`src/rtl/mem_stage_lsu.sv`:
```
`default_nettype none
// ============================================================================
// Module   : mem_stage_lsu
// Brief    : Memory-stage load/store unit. Issues single-outstanding
//            req/gnt/rvalid data-memory accesses from the EX/MEM fields,
//            formats store lanes/byte enables and load results, stalls the
//            pipeline until each access completes, and feeds MEM/WB.
// Revision : 1.0 - initial release
// ============================================================================
module mem_stage_lsu #(
    parameter int WIDTH = 32
) (
    input  logic             clk,
    input  logic             rst,
    input  logic [WIDTH-1:0] mem_alu_result,
    input  logic [WIDTH-1:0] mem_reg_data2,
    input  logic [4:0]       mem_rd,
    input  logic [2:0]       mem_funct3,
    input  logic [6:0]       mem_opcode,
    input  logic             mem_reg_wr_en,
    input  logic             mem_mem_to_reg,
    input  logic [1:0]       mem_wb_sel,
    output logic             dmem_req,
    output logic             dmem_we,
    output logic [WIDTH-1:0] dmem_addr,
    output logic [WIDTH-1:0] dmem_wdata,
    output logic [3:0]       dmem_be,
    input  logic             dmem_gnt,
    input  logic             dmem_rvalid,
    input  logic [WIDTH-1:0] dmem_rdata,
    output logic             lsu_stall,
    output logic             lsu_fault,
    output logic [WIDTH-1:0] wb_load_data,
    output logic [WIDTH-1:0] wb_alu_result,
    output logic [4:0]       wb_rd,
    output logic             wb_reg_wr_en,
    output logic             wb_mem_to_reg,
    output logic [1:0]       wb_wb_sel
);

    localparam logic [6:0] C_OP_LOAD  = 7'b0000011;
    localparam logic [6:0] C_OP_STORE = 7'b0100011;

    typedef enum logic [1:0] {
        S_IDLE      = 2'd0,
        S_LOAD_WAIT = 2'd1,
        S_LOAD_DONE = 2'd2
    } state_t;

    state_t r_state;
    state_t w_state_nxt;

    logic [1:0]       w_off;
    logic [1:0]       w_size;
    logic             w_is_load;
    logic             w_is_store;
    logic             w_memop;
    logic             w_bad_f3;
    logic             w_misalign;
    logic             w_fault;
    logic             w_access;
    logic             w_req;
    logic             w_stall;
    logic [WIDTH-1:0] w_wdata;
    logic [3:0]       w_be;
    logic [WIDTH-1:0] w_shifted;
    logic [WIDTH-1:0] w_load_fmt;
    logic [WIDTH-1:0] r_load_data;

    // Decode of the access held at EX/MEM (stable while stalled).
    assign w_off      = mem_alu_result[1:0];
    assign w_size     = mem_funct3[1:0];
    assign w_is_load  = (mem_opcode == C_OP_LOAD);
    assign w_is_store = (mem_opcode == C_OP_STORE);
    assign w_memop    = w_is_load | w_is_store;
    assign w_bad_f3   = (mem_funct3 == 3'b011) | (mem_funct3 == 3'b110) |
                        (mem_funct3 == 3'b111);
    assign w_misalign = ((w_size == 2'b01) & w_off[0]) |
                        ((w_size == 2'b10) & (w_off != 2'b00));
    assign w_fault    = w_memop & (w_bad_f3 | w_misalign);
    assign w_access   = w_memop & ~w_fault;

    // Store lane replication and byte-enable generation.
    always_comb begin
        w_wdata = mem_reg_data2;
        w_be    = 4'b1111;
        case (w_size)
            2'b00: begin
                w_wdata = {4{mem_reg_data2[7:0]}};
                w_be    = 4'b0001 << w_off;
            end
            2'b01: begin
                w_wdata = {2{mem_reg_data2[15:0]}};
                w_be    = 4'b0011 << w_off;
            end
            default: begin
                w_wdata = mem_reg_data2;
                w_be    = 4'b1111;
            end
        endcase
    end

    // Load result: shift the addressed byte/halfword down, then extend.
    assign w_shifted = dmem_rdata >> {w_off, 3'b000};

    // Sign/zero extension chosen by funct3.
    always_comb begin
        w_load_fmt = w_shifted;
        case (mem_funct3)
            3'b000:  w_load_fmt = {{24{w_shifted[7]}}, w_shifted[7:0]};
            3'b100:  w_load_fmt = {24'd0, w_shifted[7:0]};
            3'b001:  w_load_fmt = {{16{w_shifted[15]}}, w_shifted[15:0]};
            3'b101:  w_load_fmt = {16'd0, w_shifted[15:0]};
            default: w_load_fmt = w_shifted;
        endcase
    end

    // Access sequencer state register.
    always_ff @(posedge clk or posedge rst) begin
        if (rst) begin
            r_state <= S_IDLE;
        end else begin
            r_state <= w_state_nxt;
        end
    end

    // Next state, request and stall. A store retires in its gnt cycle; a load
    // waits for rvalid and then releases the pipeline for one LOAD_DONE cycle.
    always_comb begin
        w_state_nxt = r_state;
        w_req       = 1'b0;
        w_stall     = 1'b0;
        case (r_state)
            S_IDLE: begin
                if (w_access) begin
                    w_req   = 1'b1;
                    w_stall = ~(w_is_store & dmem_gnt);
                    if (w_is_load && dmem_gnt) begin
                        w_state_nxt = S_LOAD_WAIT;
                    end
                end
            end
            S_LOAD_WAIT: begin
                w_stall = 1'b1;
                if (dmem_rvalid) begin
                    w_state_nxt = S_LOAD_DONE;
                end
            end
            S_LOAD_DONE: begin
                w_state_nxt = S_IDLE;
            end
            default: begin
                w_state_nxt = S_IDLE;
            end
        endcase
    end

    // Load result capture; held until the next load response.
    always_ff @(posedge clk or posedge rst) begin
        if (rst) begin
            r_load_data <= '0;
        end else if ((r_state == S_LOAD_WAIT) && dmem_rvalid) begin
            r_load_data <= w_load_fmt;
        end
    end

    assign dmem_req      = w_req & ~rst;
    assign dmem_we       = w_is_store;
    assign dmem_addr     = {mem_alu_result[WIDTH-1:2], 2'b00};
    assign dmem_wdata    = w_wdata;
    assign dmem_be       = w_be;
    assign lsu_stall     = w_stall & ~rst;
    assign lsu_fault     = w_fault & ~rst;
    assign wb_load_data  = r_load_data;
    assign wb_alu_result = mem_alu_result;
    assign wb_rd         = mem_rd;
    assign wb_reg_wr_en  = mem_reg_wr_en & ~lsu_fault;
    assign wb_mem_to_reg = mem_mem_to_reg;
    assign wb_wb_sel     = mem_wb_sel;

endmodule
`default_nettype wire

```
`config.mk`:
```
export PLATFORM = sky130hd
export DESIGN_NAME = mem_stage_lsu
export DESIGN_NICKNAME = d
export VERILOG_FILES = /design/src/rtl/mem_stage_lsu.sv
export SDC_FILE = /design/constraint.sdc
export NUM_CORES = 1
export LEC_CHECK = 0
export BUFFER_PORTS_ARGS = -buffer_cell sky130_fd_sc_hd__clkbuf_2
export CAP_MARGIN = 20
export CORE_AREA = 2 2 102 104
export CTS_CLUSTER_DIAMETER = 80
export DETAILED_ROUTE_END_ITERATION = 7
export DIE_AREA = 0 0 104 106
export PLACE_DENSITY = 0.68
export SYNTH_ARGS = -nofsm -noshare
export SYNTH_HDL_FRONTEND = slang
export SYNTH_SLANG_ARGS = --single-unit
```
`constraint.sdc`:
```
create_clock -name clk -period 1.55 [get_ports clk]
set_input_delay 0.0775 -clock clk [delete_from_list [all_inputs] [get_ports clk]]
set_output_delay 0.0775 -clock clk [all_outputs]
set_load 0.03 [all_outputs]
```
==> results of run 1 <==
-- per-layer routing --
metal / track usage (%) / part of all wire, % / vias to the layer above
met5: 0 / 0 / -
met4: 5.98 / 2.2 / 0
met3: 4.72 / 7.0 / 30
met2: 25.6 / 48 / 100
met1: 19.1 / 43 / 1276
li1: - / - / 1340
-- what timing repair did --
action | 4_1_cts | 5_1_grt
hold buffers | 1 | 0
hold endpoints to repair | 34 | 0
setup buffers | 0 | 0
-- cell type report --
type | instances | area [µm²]
well taps | 136 | 170
multi-input cells | 240 | 1440
clock inverters | 1 | 5.00
repair buffers | 173 | 926
inverters | 4 | 15.0
flip-flops and latches | 34 | 851
fillers | 1100 | 6500
clock buffers | 7 | 86.3
-- state kept, by name, indices dropped and copies added (netlist names) --
register	count
r_state	2
wb_load_data	32
-- synth_stat cells (all sizes together), types with 3 or more instances --
cell / instances
and2: 9
o21ai: 28
nand2: 45
buf: 90
nor2b: 5
a21oi: 49
mux2: 17
nor2: 41
inv: 3
dfrtp: 34
nor4: 3
clkbuf: 13
mux2i: 23
-- through the flow --
stage | instance area (µm²) | cells
floorplan | 3020 | 381
global placement | 3390 | 586
detailed placement | 3390 | 586
CTS | 3500 | 595
global route | 3500 | 595
finish | 3500 | 595
-- kinds of logic after synthesis --
group                  Yosys count  synth area share (%)
AND/OR/NAND/NOR                113                  16.4
buffers and inverters          107                  24.2
AO/OA/AOI/OAI                   85                  16.7
multiplexers                    40                  14.1
flip-flops                      34                  28.5
other                            1                 0.126
-- worst register-to-register path, delay by kind of cell, from the launching register on --
family / cells / cell delay (ps)
flip-flops: 1 / 380
AND/OR/NAND/NOR: 1 / 320
buffers and inverters: 1 / 240
AO/OA/AOI/OAI: 2 / 290
-- power by group --
part,internal [mW],switching (mW)
Sequential,0.909,0.0137
Combinational,0.280,0.501
Clock,0.358,0.321
Total,1.55,0.836
-- worst paths after layout --
| check | start | to | slack [ps] | depth (start not counted) |
|---|---|---|---|---|
| hold / removal | dmem_gnt | r_state[0] | 50 | 3 |
| setup reg to reg | r_state[1] | wb_load_data[20] | 200 | 4 |
| max in group asynchronous | rst | wb_load_data[30] | 710 | 4 |
| min in group asynchronous | rst | r_state[0] | 520 | 4 |
| setup / recovery | mem_alu_result[1] | dmem_req | 150 | 7 |
| hold reg to reg | wb_load_data[6] | wb_load_data[6] | 490 | 2 |
-- cell usage in the layout, fill, tap and decap left out, types with 2 or more instances in the layout --
cell / n
a21oi_1: 39
a21oi_2: 10
and2_1: 9
buf_4: 16
clkbuf_2: 155
clkbuf_8: 6
conb_1: 2
dfrtp_1: 34
inv_1: 3
mux2_2: 17
mux2i_1: 23
nand2_1: 45
nand2b_1: 2
nor2_1: 41
nor2b_1: 5
nor4_1: 2
o211ai_1: 2
o21ai_0: 28
o21bai_1: 2
o31a_1: 2
or2_2: 2
==> impl_metrics.yaml, run 1 <==
global_route:
  grt_pass1_wl_mm: 13.9
  antenna_found_initial: 0
  grt_max_degree: 35
  grt_pass1_vias: 2657
  grt_usage_pct: 15.5
  grt-ovfl-total: 0
placement:
  pre_cts_slack_ps: 77.8
  port_buffers: 155
  routabilityCongestion: 0.855
  place.detailed.hpwl_mm: 7.31
critical_path:
  end_kind: "primary output"
  worstPathArrival_ps: 1320
  cp_cell_sequence: "clkbuf_2, o31a_1, o21ai_0, buf_4, nand2_1, nor4_4, clkbuf_2"
  crit_path_max_incr_delay_ps: 270
  crit_type: "primary input to primary output"
  path_delay_family: "buffers and inverters"
  cp.required_ps: 1470
  cpMaxStageDelayCell: "o31a_1"
  cpMostUsedCell: "clkbuf_2"
  startpoint_type: "primary input"
  cp_max_fo: 9
  path_buf_inv: 3
timing:
  clock.fmax_ghz: 0.715
  slew_violations: 0
  rsz0062_at_grt: "no"
  final-setup-viol-count: 0
  finalSetupTns_ps: 0
  finalClockSkew_ps: 3.53
  hold_violations: 0
  timing.final.ws_setup_ps: 152
  hold_ws_ps: 54.0
  period_needed_ps: 1400
  fin_crit_sh_pct: 90.2
outcome:
  outcome: "complete, no violations"
synth:
  ys_seq_area_share_pct: 28.5
  synth_cell_type_count: 31
  syn_inst: 380
  synth_area_um2: 2990
  yosysTopAreaCellShare_pct: 28.5
  async_reset_ff_share_pct: 100
  synth-seq-cells: 34
  synth.area.top_cells: "dfrtp_1 28%, buf_4 20%, mux2i_1 7.7%, a21oi_1 6.5%, mux2_2 6.4%"
  ys.warnings.count: 0
  synth_area_per_cell_um2: 7.86
  synth_ff_type: "dfrtp_1"
  yosys.area.top_type: "dfrtp_1"
  synth_edf_count: 0
final_layout:
  antenna_cells: 0
  syn_to_final_growth_pct: 17.0
  fin_nets: 577
  final_core_util_pct: 35.0
  drive_gt1_share_pct: 46.2
power:
  ir_drop_v: 0.000290
  power_leakage_nw: 1.89
  totalPowerFinal_mw: 2.38
  p_per_area_nw_per_um2: 682
clock_tree:
  htree_levels: 2
  cts.sinks: 34
  cts_tree: "done"
  insertion_delay_ps: 280
  cts.clk_slew.worst_paths_ps: 70
  cts_made_buffers: 5
  clockRootBuffer: "clkbuf_8"
  cts_resized: 0
  clockBufferDepth: 2
flow_run:
  drv_cap: 0
route:
  post_drt_via_cell_ratio: 4.62
  wirelength_mm: 9.12
  via_count: 2746
  ant_nets: 0
  wl_per_cell_um: 15.3
  dr.pass1.iters: 4
  drc: 0
  drt_iter0_drc: 112
min_path:
  hp-class: "primary input to flop"
floorplan:
  fp.coreArea_um2: 10000
  die_w_um: 104
  io-pin-count: 264
  start_util_pct: 29.9
  design.die.area_um2: 11000
  rows: 37
  die_y_um: 106
Note: power is estimated with default switching activity, not from simulation.
==> run 2, diff against run 1 <==
- CORE_AREA: 2 2 102 104 -> 2 2 101 103
- DIE_AREA: 0 0 104 106 -> 0 0 103 105
- PLACE_DENSITY: 0.68 -> 0.69
- clock period: 1.55 -> 1.79 ns (I/O delays scaled with it)
==> impl_metrics.yaml, run 2 (synthesis gave the netlist of run 1 again) <==
final_layout:
  fin_nets: 569
  most-common-layout-cells: "155 x clkbuf_2, 45 x nand2_1, 41 x nor2_1"
  ff_latch_area_um2: 851
  largest_reg_flops: 32
  fillCellCount: 1053
  drive_gt1_share_pct: 44.8
  antenna_cells: 0
  final_common_cell: "clkbuf_2"
  final_core_util_pct: 35.4
  stdcell_count: 584
  postLayoutCellArea_um2: 3410
  multiInputGateArea_um2: 1420
  syn_to_final_growth_pct: 14.2
route:
  drt_iter0_drc: 103
  post_drt_via_cell_ratio: 4.64
  drc: 0
  via_count: 2708
  dr.pass1.iters: 4
  wirelength_mm: 8.69
  wl_per_cell_um: 14.9
  ant_nets: 0
timing:
  hold_violations: 0
  slew_violations: 0
  hold_ws_ps: 76.5
  clock.fmax_ghz: 0.653
  rsz0062_at_grt: "no"
  finalSetupTns_ps: 0
  period_needed_ps: 1530
  worstMarginPinSlew_ps: 552
  fin_crit_sh_pct: 85.6
  final-setup-viol-count: 0
  relSlewSlack_pct: 63.1
  finalClockSkew_ps: 3.42
  timing.final.ws_setup_ps: 258
clock_tree:
  cts_made_buffers: 5
  cts.clk_slew.worst_paths_ps: 70
  clockRootBuffer: "clkbuf_8"
  htree_levels: 2
  insertion_delay_ps: 280
  cts.sinks: 34
  clockBufferDepth: 2
  cts_tree: "done"
global_route:
  grt-ovfl-total: 0
  grt_usage_pct: 15.6
  antenna_found_initial: 0
  grt_pass1_wl_mm: 13.5
  grt_max_degree: 35
  grt_pass1_vias: 2707
power:
  power_leakage_nw: 1.84
  totalPowerFinal_mw: 2.04
  ir_drop_v: 0.000289
  p_per_area_nw_per_um2: 598
critical_path:
  cp_max_fo: 11
  crit_type: "primary input to primary output"
  end_kind: "primary output"
  cpMaxStageDelayCell: "o21ai_0"
  cp.required_ps: 1700
  path_delay_family: "compound AO/OA/AOI/OAI gates"
  worstPathArrival_ps: 1440
  ff2ff_setup_slack_ps: 360
  startpoint_type: "primary input"
  cpMostUsedCell: "clkbuf_2"
  cp_num_cells: 6
  crit_path_max_incr_delay_ps: 370
  path_buf_inv: 2
  cp_cell_sequence: "clkbuf_2, o31a_1, o21ai_0, a31oi_1, nor3_1, clkbuf_2"
  rr_worst_depth: 5
floorplan:
  design.die.area_um2: 10800
  rows: 36
  fp.coreArea_um2: 9640
  io-pin-count: 264
  start_util_pct: 31.0
  die_y_um: 105
  die_w_um: 103
placement:
  port_buffers: 155
  dpl-instance-area_um2: 3310
  place.detailed.hpwl_mm: 6.97
  dp.cells: 575
  routabilityCongestion: 0.802
  pre_cts_slack_ps: 258
min_path:
  hp-class: "primary input to flop"
  whs_path_depth: 3
outcome:
  outcome: "complete, no violations"
flow_run:
  drv_cap: 0
-- run 2: cell count changes in the layout (fill, tap and decap cells not counted), sizes merged --
cell | before | now
buf | 17 | 9
-- run 2: repair_timing --
| item | 4_1_cts | 5_1_grt |
|---|---|---|
| buffers inserted | 0 | 0 |
| gates resized for setup | 0 | 0 |
| hold endpoints to repair | 34 | 0 |
| hold buffers | 1 | 0 |
-- run 2: final timing paths --
path / end / startpoint
worst max-delay path: lsu_stall / mem_alu_result[1]
worst min-delay path: r_state[0] / dmem_gnt
worst max register to register: wb_load_data[19] / r_state[0]
worst min register to register: wb_load_data[6] / wb_load_data[6]
max in group asynchronous: wb_load_data[1] / rst
min in group asynchronous: wb_load_data[8] / rst
-- run 2: power by group --
| group | switching, mW | internal, mW |
|---|---|---|
| clock network | 0.275 | 0.310 |
| registers | 0.0106 | 0.787 |
| logic | 0.426 | 0.234 |
| total | 0.711 | 1.33 |
-- run 2: cell type report --
type / instances / area share (%)
multi-input cells: 240 / 41.7
repair buffers: 165 / 25.4
flip-flops and latches: 34 / 24.9
well taps: 133 / 4.88
clock buffers: 7 / 2.53
inverters: 4 / 0.440
clock inverters: 1 / 0.147
-- run 2: layer usage --
layer	vias up	routed length [µm]	GRT usage [%]	part of all wire (%)
li1	1327	-	-	-
met1	1248	3730	20.4	43
met2	107	4010	23.4	46
met3	26	796	5.62	9.2
met4	0	148	5.36	1.7
met5	-	0	0	0
-- run 2: worst min-delay path, delay by kind of cell --
kind | cells | cell delay, ps
compound gates | 1 | 70
buf+inv | 1 | 90
simple gates | 1 | 60
